[config.mk]
export PLATFORM = sky130hd
export DESIGN_NAME = fetch_unit
export DESIGN_NICKNAME = d
export VERILOG_FILES = /design/src/rtl/fetch_unit.sv
export SDC_FILE = /design/constraint.sdc
export NUM_CORES = 1
export LEC_CHECK = 0
export BUFFER_PORTS_ARGS = -buffer_cell sky130_fd_sc_hd__buf_2
export CAP_MARGIN = 20
export CORE_MARGIN = 1
export CORE_UTILIZATION = 50
export DETAILED_ROUTE_END_ITERATION = 6
export PLACE_DENSITY = 0.84
export SLEW_MARGIN = 25
export SYNTH_ARGS = -nofsm -noshare
export SYNTH_HDL_FRONTEND = slang
export SYNTH_SLANG_ARGS = --single-unit
[constraint.sdc]
create_clock -name clk -period 6.3 [get_ports clk]
set_input_delay 0.63 -clock clk [delete_from_list [all_inputs] [get_ports clk]]
set_output_delay 0.63 -clock clk [all_outputs]
set_load 0.01 [all_outputs]
[src/rtl/fetch_unit.sv]
// Instruction fetch front end: PC register feeding a 2-entry {pc, instr} FIFO
// toward decode, with execute-driven redirect/flush and a misalignment flag.
module fetch_unit #(
    parameter logic [31:0] RESET_PC = 32'h0000_0000
) (
    input  logic        clk,
    input  logic        rst,
    output logic [31:0] imem_addr,
    input  logic [31:0] imem_instr,
    input  logic        redirect_valid,
    input  logic [31:0] redirect_target,
    output logic        out_valid,
    input  logic        out_ready,
    output logic [31:0] out_instr,
    output logic [31:0] out_pc,
    output logic [31:0] out_pc_plus4,
    output logic        misalign_err,
    output logic [31:0] fetch_count
);

    typedef struct packed {
        logic [31:0] pc;
        logic [31:0] instr;
    } entry_t;

    entry_t      head, tail, new_entry;
    logic [1:0]  count;
    logic [31:0] pc;
    logic        push, pop;

    assign imem_addr    = pc;
    assign new_entry    = '{pc: pc, instr: imem_instr};
    assign out_valid    = (count != 2'd0);
    assign out_pc       = head.pc;
    assign out_instr    = head.instr;
    assign out_pc_plus4 = head.pc + 32'd4;

    assign pop  = out_valid & out_ready;
    assign push = ~redirect_valid & ((count != 2'd2) | pop);

    always_ff @(posedge clk) begin
        if (rst) begin
            pc           <= RESET_PC;
            count        <= 2'd0;
            fetch_count  <= 32'd0;
            misalign_err <= 1'b0;
        end else begin
            misalign_err <= redirect_valid & (|redirect_target[1:0]);
            if (redirect_valid) begin
                // A same-cycle pop still handshakes; the flush then drops everything.
                pc    <= {redirect_target[31:2], 2'b00};
                count <= 2'd0;
            end else begin
                if (push) begin
                    pc          <= pc + 32'd4;
                    fetch_count <= fetch_count + 32'd1;
                end
                case ({push, pop})
                    2'b10:   count <= count + 2'd1;
                    2'b01:   count <= count - 2'd1;
                    default: count <= count;
                endcase
            end
        end
    end

    // Data storage needs no reset; occupancy alone decides what is live.
    always_ff @(posedge clk) begin
        if (push) begin
            if (count == 2'd0 || (count == 2'd1 && pop)) begin
                head <= new_entry;
            end else if (count == 2'd1) begin
                tail <= new_entry;
            end else begin
                head <= tail;
                tail <= new_entry;
            end
        end else if (pop && count == 2'd2) begin
            head <= tail;
        end
    end

endmodule

==> results.sh, run 1 <==
export IMPL_status="completed"
export IMPL_synth_edf_count=124
export IMPL_placed_cell_area_sq_um=10050
export IMPL_track_usage_pct=23.29
export IMPL_path_max_fanout=37
export IMPL_synthXorXnorAreaFrac_pct=4.281
export IMPL_synthArstFlopShare_pct=0
export IMPL_drive_gt1_share_pct=35.91
export IMPL_syn_inst=745
export IMPL_ctsLongestPathBuffers=2
export IMPL_rows=48
export IMPL_synth_compound_area_share_pct=8.647
export IMPL_p_sw_share_pct=28.17
export IMPL_worst_slew_pin_slew_ns=0.9180
export IMPL_cts_tree="built"
export IMPL_final_common_cell="buf_2"
export IMPL_place_inst=1162
export IMPL_final_cells=1195
export IMPL_power_density_nw_per_um2=282.2
export IMPL_cpMostUsedCell="inv_1"
export IMPL_gr_total_overflow=0
export IMPL_holdWs_ns=0.3829
export IMPL_period_needed_ns=3.714
export IMPL_area_growth_syn_to_layout_pct=21.25
export IMPL_core_area_sq_um=17240
export IMPL_ys_ff_latch=189
export IMPL_yosys_area_share_adder_pct=0.9956
export IMPL_clkSlewWorstSetupHoldPaths_ns=0.08
export IMPL_tns_ns=0
export IMPL_fin_crit_sh_pct=58.95
export IMPL_antenna_found_initial=2
export IMPL_wl_per_cell_um=17.67
export IMPL_grt_pass1_wl_um=32910
export IMPL_yosys_area_share_simple_pct=15.59
export IMPL_critPathArrivalTime_ns=3.89
export IMPL_place_hpwl_um=14740
export IMPL_vias=6792
export IMPL_clk_latency_ns=0.43
export IMPL_grt_max_degree=83
export IMPL_ant_nets=0
export IMPL_slew_violations=0
export IMPL_syn_area_per_cell_sq_um=11.81
export IMPL_setup_violations=0
export IMPL_die_h_um=134.6
export IMPL_synthMuxAreaShare_pct=9.472
export IMPL_routed_wl_um=21110
export IMPL_final_nets=1031
export IMPL_synthDistinctLibCells=58
export IMPL_place_congestion=0.8220
export IMPL_stdcell_area_sq_um=10670
export IMPL_crit_type="reg -> reg"
export IMPL_post_cts_resized=0
export IMPL_io_pins=230
export IMPL_port_buffer_count=223
export IMPL_h_tree_depth=4
export IMPL_cts_buffers=17
export IMPL_pwr_share_seq_pct=50.8
export IMPL_drt_iter0_drc=406
export IMPL_clockRootBuffer="clkbuf_16"
export IMPL_grt_pass1_vias=6370
export IMPL_start_util_pct=51.04
export IMPL_clkPwrFrac_pct=35.7
export IMPL_cp_end_kind="flip-flop"
export IMPL_slowest_delay_ns=0.66
export IMPL_cts_sinks=189
export IMPL_fmax_mhz=269.2
export IMPL_internal_power_mw=2.162
export IMPL_final_cell_mix="223 x buf_2, 124 x edfxtp_1, 74 x mux2_2"
export IMPL_vias_per_cell=5.684
export IMPL_synth_top_family_by_area="simple AND/OR/NAND/NOR gates"
export IMPL_required_ns=6.48
export IMPL_synth_top_flop_cell="edfxtp_1"
export IMPL_irDropWorstVdd_mv=0.1855
export IMPL_combPwrFrac_pct=13.5
export IMPL_die_area_sq_um=18130
export IMPL_p_leak_nw=4.117
export IMPL_startpoint_type="flip-flop"
export IMPL_drc=0
export IMPL_timing_slew_headroom_pct=38.23
export IMPL_hold_buffers=0
export IMPL_yosysWarnings=0
export IMPL_postCtsSetupRepairBufs=0
export IMPL_hold_path_class="in -> reg"
export IMPL_finClkSkew_ns=0.01160
export IMPL_syn_cell_area_sq_um=8797
export IMPL_final_hold_viol_count=0
export IMPL_cp_cell_sequence="inv_1 > ha_1 > nand2b_1 > a21oi_1 > inv_1 > nor2_4 > buf_4 > mux2_2"
export IMPL_yosysSeqAreaShare_pct=57.12
export IMPL_cap_violations=0
export IMPL_first_pass_iters=5
export IMPL_switching_power_uw=847.9
export IMPL_rsz0062_at_grt="no"
export IMPL_cp_slowest_cell="nor2_4"
export IMPL_dieWidth_um=134.6
-- power groups by stage --
stage | Clock, mW | Combinational (mW) | Sequential [mW]
global placement | 0 | 0.398 | 1.55
CTS | 1.10 | 0.412 | 1.53
global route | 1.15 | 0.445 | 1.54
floorplan | 0 | 0.216 | 1.57
detailed placement | 0 | 0.410 | 1.56
finish | 1.07 | 0.407 | 1.53
-- logic make-up after synthesis --
logic type | Yosys count
AND/OR/NAND/NOR | 249
flip-flops | 189
AO/OA/AOI/OAI | 111
multiplexers | 74
buffers and inverters | 71
XOR/XNOR | 43
adder cells (fa/ha/maj) | 7
other | 1
-- final cells by class --
cell class              instances  area (sq um)
diodes                          1         2.502
multi-input cells             490          3472
clock inverters                15         190.2
well taps                     225         281.5
inverters                      29         108.9
flip-flops and latches        189          5025
fillers                      1378          6570
repair buffers                229          1161
clock buffers                  17         425.4
-- stage by stage --
| step | util [%] | setup WS (ns) | total power [mW] |
|---|---|---|---|
| final | 61.88 | 2.586 | 3.010 |
| after CTS | 61.87 | 2.581 | 3.037 |
| after detailed placement | 58.30 | 2.587 | 1.966 |
| after global routing | 61.88 | 2.277 | 3.131 |
| after global placement | 58.30 | 2.787 | 1.947 |
| after floorplan | - | 1.468 | 1.788 |
-- flip-flops by register name, summed over array words and instances (netlist names) --
register	flops
imem_addr	30
fetch_count	32
out_instr	32
tail	62
misalign_err	1
count	2
out_pc	30
-- worst paths after layout --
kind                   start               to  slack [ns]  cells past startpoint
max                 count[0]     out_instr[0]        2.59                      8
min           imem_instr[19]         tail[19]        0.38                      1
max reg2reg         count[0]     out_instr[0]        2.59                      8
min reg2reg  fetch_count[19]  fetch_count[19]        0.52                      2
-- worst max-delay path: cells and delay by family, from the launching register on --
family          cells  cell delay, ns
buf+inv             3            0.81
simple gates        2            1.15
compound gates      1            0.47
flops               1            0.38
fa+ha+maj           1            0.22
mux                 1            0.41
-- layer usage --
layer  share of wire (%)  track usage [%]  vias up
li1                    -                -     3239
met1                  41            28.74     3287
met2                  50            39.46      244
met3                 8.2            6.982       20
met4                 1.1            6.554        2
met5               0.038                0        -
-- synthesized netlist by cell type (6+ instances only) --
| cell type | instances | share of area (%) |
|---|---|---|
| nand4_1 | 20 | 1.4 |
| o31ai_1 | 10 | 0.85 |
| and3_1 | 7 | 0.50 |
| buf_4 | 7 | 0.60 |
| mux2_2 | 74 | 9.5 |
| nor2b_1 | 11 | 0.78 |
| clkbuf_1 | 19 | 0.81 |
| inv_1 | 28 | 1.2 |
| and4_1 | 17 | 1.7 |
| nor2_1 | 53 | 2.3 |
| or4_1 | 6 | 0.51 |
| o21ai_0 | 18 | 1.0 |
| ha_1 | 7 | 1.0 |
| dfxtp_1 | 65 | 15 |
| edfxtp_1 | 124 | 42 |
| a2111oi_0 | 9 | 0.90 |
| a211oi_1 | 20 | 1.7 |
| or3_1 | 11 | 0.78 |
| xor2_1 | 21 | 2.1 |
| xnor2_1 | 22 | 2.2 |
| buf_2 | 8 | 0.46 |
| a21oi_1 | 29 | 1.6 |
| nor3_1 | 21 | 1.2 |
| nand2_1 | 32 | 1.4 |
| a311oi_1 | 6 | 0.60 |
| nor4_1 | 16 | 1.1 |
| nand3_1 | 34 | 1.9 |
Power figures use the tool's default switching activity.
==> run 2: changes to the inputs <==
==> constraint.sdc (replaced) <==
create_clock -name clk -period 3.83 [get_ports clk]
set_input_delay 0.383 -clock clk [delete_from_list [all_inputs] [get_ports clk]]
set_output_delay 0.383 -clock clk [all_outputs]
set_load 0.01 [all_outputs]
==> results.sh, run 2 (synthesized netlist as in run 1, its figures left out) <==
export IMPL_status="completed"
export IMPL_combPwrFrac_pct=13.8
export IMPL_switching_power_mw=1.324
export IMPL_die_area_sq_um=18130
export IMPL_p_sw_share_pct=26.92
export IMPL_hold_buffers=0
export IMPL_track_usage_pct=23.49
export IMPL_final_seq_area_sq_um=5025
export IMPL_final_cells=1200
export IMPL_power_density_nw_per_um2=460.3
export IMPL_final_hold_viol_count=0
export IMPL_slew_violations=0
export IMPL_cp_end_kind="primary output"
export IMPL_setup_violations=0
export IMPL_cap_violations=0
export IMPL_tns_ns=0
export IMPL_fmax_mhz=323.6
export IMPL_rsz0062_at_grt="no"
export IMPL_n_fill_cell=1394
export IMPL_vias_per_cell=5.733
export IMPL_port_buffer_count=223
export IMPL_grt_pass1_vias=6362
export IMPL_place_congestion=0.8717
export IMPL_fin_crit_sh_pct=80.68
export IMPL_cp_slowest_cell="or3b_2"
export IMPL_grt_max_degree=63
export IMPL_holdWs_ns=0.1410
export IMPL_post_cts_resized=0
export IMPL_path_max_fanout=10
export IMPL_required_ns=3.45
export IMPL_timing_slew_headroom_pct=40.27
export IMPL_core_area_sq_um=17240
export IMPL_irDropWorstVdd_mv=0.2861
export IMPL_internal_power_mw=3.594
export IMPL_worst_slew_pin_slew_ns=0.8959
export IMPL_cts_sinks=189
export IMPL_h_tree_depth=4
export IMPL_routed_wl_um=21240
export IMPL_final_nets=1033
export IMPL_ant_nets=0
export IMPL_start_util_pct=51.04
export IMPL_drc=0
export IMPL_crit_type="reg -> out"
export IMPL_clkSlewWorstSetupHoldPaths_ns=0.07
export IMPL_vias=6880
export IMPL_cts_buffers=17
export IMPL_drive_gt1_share_pct=35.94
export IMPL_ctsLongestPathBuffers=2
export IMPL_critPathArrivalTime_ns=2.71
export IMPL_cp_cell_sequence="and4_1 > or3b_2 > nor4_1 > xor2_1 > buf_2"
export IMPL_final_common_cell="buf_2"
export IMPL_place_hpwl_um=14790
export IMPL_largest_register_ff_count=62
export IMPL_slowest_delay_ns=0.64
export IMPL_period_needed_ns=3.090
export IMPL_dieWidth_um=134.6
export IMPL_clkPwrFrac_pct=35.1
export IMPL_clockRootBuffer="clkbuf_16"
export IMPL_place_inst=1164
export IMPL_cts_tree="built"
export IMPL_io_pins=230
export IMPL_postCtsSetupRepairBufs=0
export IMPL_area_growth_syn_to_layout_pct=21.45
export IMPL_rows=48
export IMPL_multi_input_area_sq_um=3478
export IMPL_finClkSkew_ns=0.01135
export IMPL_wl_per_cell_um=17.70
export IMPL_hold_path_class="in -> reg"
export IMPL_gr_total_overflow=0
export IMPL_drt_iter0_drc=443
export IMPL_clk_latency_ns=0.43
export IMPL_largest_register="tail"
export IMPL_die_h_um=134.6
export IMPL_p_leak_nw=4.115
export IMPL_grt_pass1_wl_um=33090
export IMPL_pwr_share_seq_pct=51.1
export IMPL_antenna_found_initial=4
export IMPL_final_cell_mix="223 x buf_2, 124 x edfxtp_1, 74 x mux2_2"
export IMPL_startpoint_type="flip-flop"
export IMPL_first_pass_iters=7
-- run 2: routing by layer --
metal	routed length, um	vias to the layer above	GRT usage, %
li1	-	3257	-
met1	8880	3309	29.67
met2	10330	280	38.14
met3	1615	32	6.644
met4	395	2	9.176
met5	16	-	0
-- run 2: final timing paths --
check             slack (ns)      startpoint  cells after the start               end
hold / removal          0.14  imem_instr[15]                      1          tail[15]
setup / recovery        0.74       out_pc[8]                      5  out_pc_plus4[29]
hold reg to reg         0.51  fetch_count[7]                      2    fetch_count[7]
setup reg to reg        1.12        count[0]                      5          tail[44]
-- run 2: area by class of cell --
class                           instances  area share (%)
Inverter                               29           1.019
Multi-Input combinational cell        490           32.56
Tap cell                              225           2.635
Clock buffer                           18           4.017
Clock inverter                         14           1.405
Antenna cell                            4         0.09369
Sequential cell                       189           47.03
Timing Repair Buffer                  231           11.24
-- run 2: critical path: cells and delay by family, from the launching register on --
family	cells	cell delay (ns)
buffers and inverters	1	0.18
xor gates and xnor gates	1	0.27
DFF	1	0.46
and+or+nand+nor	3	1.36
-- run 2: power groups by stage --
stage                     Combinational [mW]  Clock (mW)  Sequential [mW]
after floorplan                        0.355           0             2.58
after global placement                 0.665           0             2.55
after detailed placement               0.681           0             2.56
after CTS                              0.684        1.75             2.52
after global routing                   0.742        1.83             2.54
final                                  0.679        1.72             2.52
-- run 2: through the flow --
step                      area (sq um)  util (%)  total power, mW  setup slack, ns
after floorplan                   8820         -            2.938           0.3958
after global placement           10090     58.53            3.218            1.203
after detailed placement         10090     58.53            3.241            1.100
after CTS                        10670     61.89            4.949           0.7622
after global routing             10680     61.94            5.107           0.6097
final                            10680     61.98            4.918           0.7399
==> run 3: changes to the inputs <==
==> constraint.sdc (replaced) <==
create_clock -name clk -period 2.99 [get_ports clk]
set_input_delay 0.299 -clock clk [delete_from_list [all_inputs] [get_ports clk]]
set_output_delay 0.299 -clock clk [all_outputs]
set_load 0.01 [all_outputs]
==> results.sh, run 3 (synthesized netlist as in run 1, its figures left out) <==
export IMPL_status="completed"
export IMPL_ff2ff_path_depth=8
export IMPL_timing_slew_headroom_pct=55.17
export IMPL_setup_violations=0
export IMPL_first_pass_iters=5
export IMPL_rsz0062_at_grt="no"
export IMPL_finClkSkew_ns=0.01052
export IMPL_die_area_sq_um=18130
export IMPL_stdcell_area_sq_um=10780
export IMPL_path_max_fanout=10
export IMPL_cts_tree="built"
export IMPL_h_tree_depth=4
export IMPL_ctsLongestPathBuffers=2
export IMPL_fmax_mhz=354.3
export IMPL_final_nets=1040
export IMPL_drive_gt1_share_pct=36.61
export IMPL_holdWs_ns=0.04869
export IMPL_grt_pass1_vias=6250
export IMPL_crit_type="reg -> out"
export IMPL_p_leak_nw=4.163
export IMPL_reg2reg_from="count[0]"
export IMPL_routed_wl_um=21460
export IMPL_whs_path_depth=1
export IMPL_placed_cell_area_sq_um=10160
export IMPL_clkSlewWorstSetupHoldPaths_ns=0.08
export IMPL_largest_register="tail"
export IMPL_antenna_found_initial=5
export IMPL_startpoint_type="flip-flop"
export IMPL_dieWidth_um=134.6
export IMPL_vias_per_cell=5.727
export IMPL_hold_path_class="in -> reg"
export IMPL_cts_buffers=17
export IMPL_rr_endpoint="out_pc[24]"
export IMPL_cts_sinks=189
export IMPL_final_cell_mix="223 x buf_2, 124 x edfxtp_1, 74 x mux2_2"
export IMPL_die_h_um=134.6
export IMPL_irDropWorstVdd_mv=0.4238
export IMPL_crit_start="out_pc[8]"
export IMPL_place_hpwl_um=15070
export IMPL_power_density_nw_per_um2=588.1
export IMPL_port_buffer_count=223
export IMPL_required_ns=2.69
export IMPL_period_needed_ns=2.822
export IMPL_fin_crit_sh_pct=94.39
export IMPL_rows=48
export IMPL_final_hold_viol_count=0
export IMPL_ant_nets=0
export IMPL_final_common_cell="buf_2"
export IMPL_wl_per_cell_um=17.79
export IMPL_drt_iter0_drc=431
export IMPL_start_util_pct=51.04
export IMPL_place_congestion=0.8263
export IMPL_core_area_sq_um=17240
export IMPL_cp_end_kind="primary output"
export IMPL_largest_register_ff_count=62
export IMPL_vias=6907
export IMPL_io_pins=230
export IMPL_power_mw=6.339
export IMPL_rrSetupSlack_ns=0.42
export IMPL_grt_pass1_wl_um=33200
export IMPL_tns_ns=0
export IMPL_worstSetupEndpoint="out_pc_plus4[23]"
export IMPL_gr_total_overflow=0
export IMPL_clockRootBuffer="clkbuf_16"
export IMPL_clk_latency_ns=0.43
export IMPL_final_cells=1206
export IMPL_worst_slew_pin_slew_ns=0.6725
export IMPL_drc=0
export IMPL_cap_violations=0
export IMPL_area_growth_syn_to_layout_pct=22.51
export IMPL_track_usage_pct=23.70
export IMPL_grt_max_degree=63
export IMPL_slew_violations=0
export IMPL_place_inst=1170
export IMPL_critPathArrivalTime_ns=2.52
[run 3: changes by cell type in the layout (fill, tap and decap cells not counted), moves of 2 or more]
cell      delta
clkinv_8     +2
inv_8        +4
buf_12       +2
inv_6        -3
buf_4        +5
[run 3: routing by layer]
layer  vias to the layer above  track usage (%)  wire, um
met4                         4            9.301       506
met3                        35            6.419      1754
li1                       3269                -         -
met5                         -                0        27
met2                       294            38.60     10390
met1                      3305            30.01      8775
[run 3: what timing repair did]
| item | CTS | global route |
|---|---|---|
| hold buffers | 0 | 0 |
| setup buffers | 0 | 1 |
| gates resized for setup | 0 | 2 |
| endpoints found under the setup margin | 0 | 4 |
[run 3: worst min-delay path by stage]
stage	startpoint	endpoint
2_1_floorplan	imem_instr[0]	tail[0]
3_3_place_gp	fetch_count[19]	fetch_count[19]
3_5_place_dp	imem_instr[19]	tail[19]
4_1_cts	imem_instr[13]	tail[13]
5_1_grt	imem_instr[13]	tail[13]
6_report	imem_instr[11]	tail[11]
[run 3: stage by stage]
step | util (%) | setup slack [ns]
floorplan | - | 0.2108
global placement | 58.94 | 0.5314
detailed placement | 58.94 | 0.4261
CTS | 62.37 | 0.1098
global route | 62.51 | 0.02429
finish | 62.53 | 0.1676
[run 3: layout make-up]
type / count / area (sq um)
Timing Repair Buffer: 238 / 1279
Sequential cell: 189 / 5025
Clock buffer: 17 / 425.4
Fill cell: 1370 / 6459
Antenna cell: 3 / 7.507
Multi-Input combinational cell: 490 / 3485
Inverter: 29 / 108.9
Tap cell: 225 / 281.5
Clock inverter: 15 / 166.4
[run 3: power by group]
part           switching, mW  internal, mW
Combinational          0.494         0.399
Clock                   1.10          1.13
Sequential             0.180          3.04
Total                   1.78          4.56
[run 3: worst max-delay path, stage by stage (launching register included)]
cell and delay, ns:
edfxtp_1 0.45, and4_1 0.29, or3b_2 0.64, nor4_2 0.35, xor2_1 0.19, buf_2 0.15
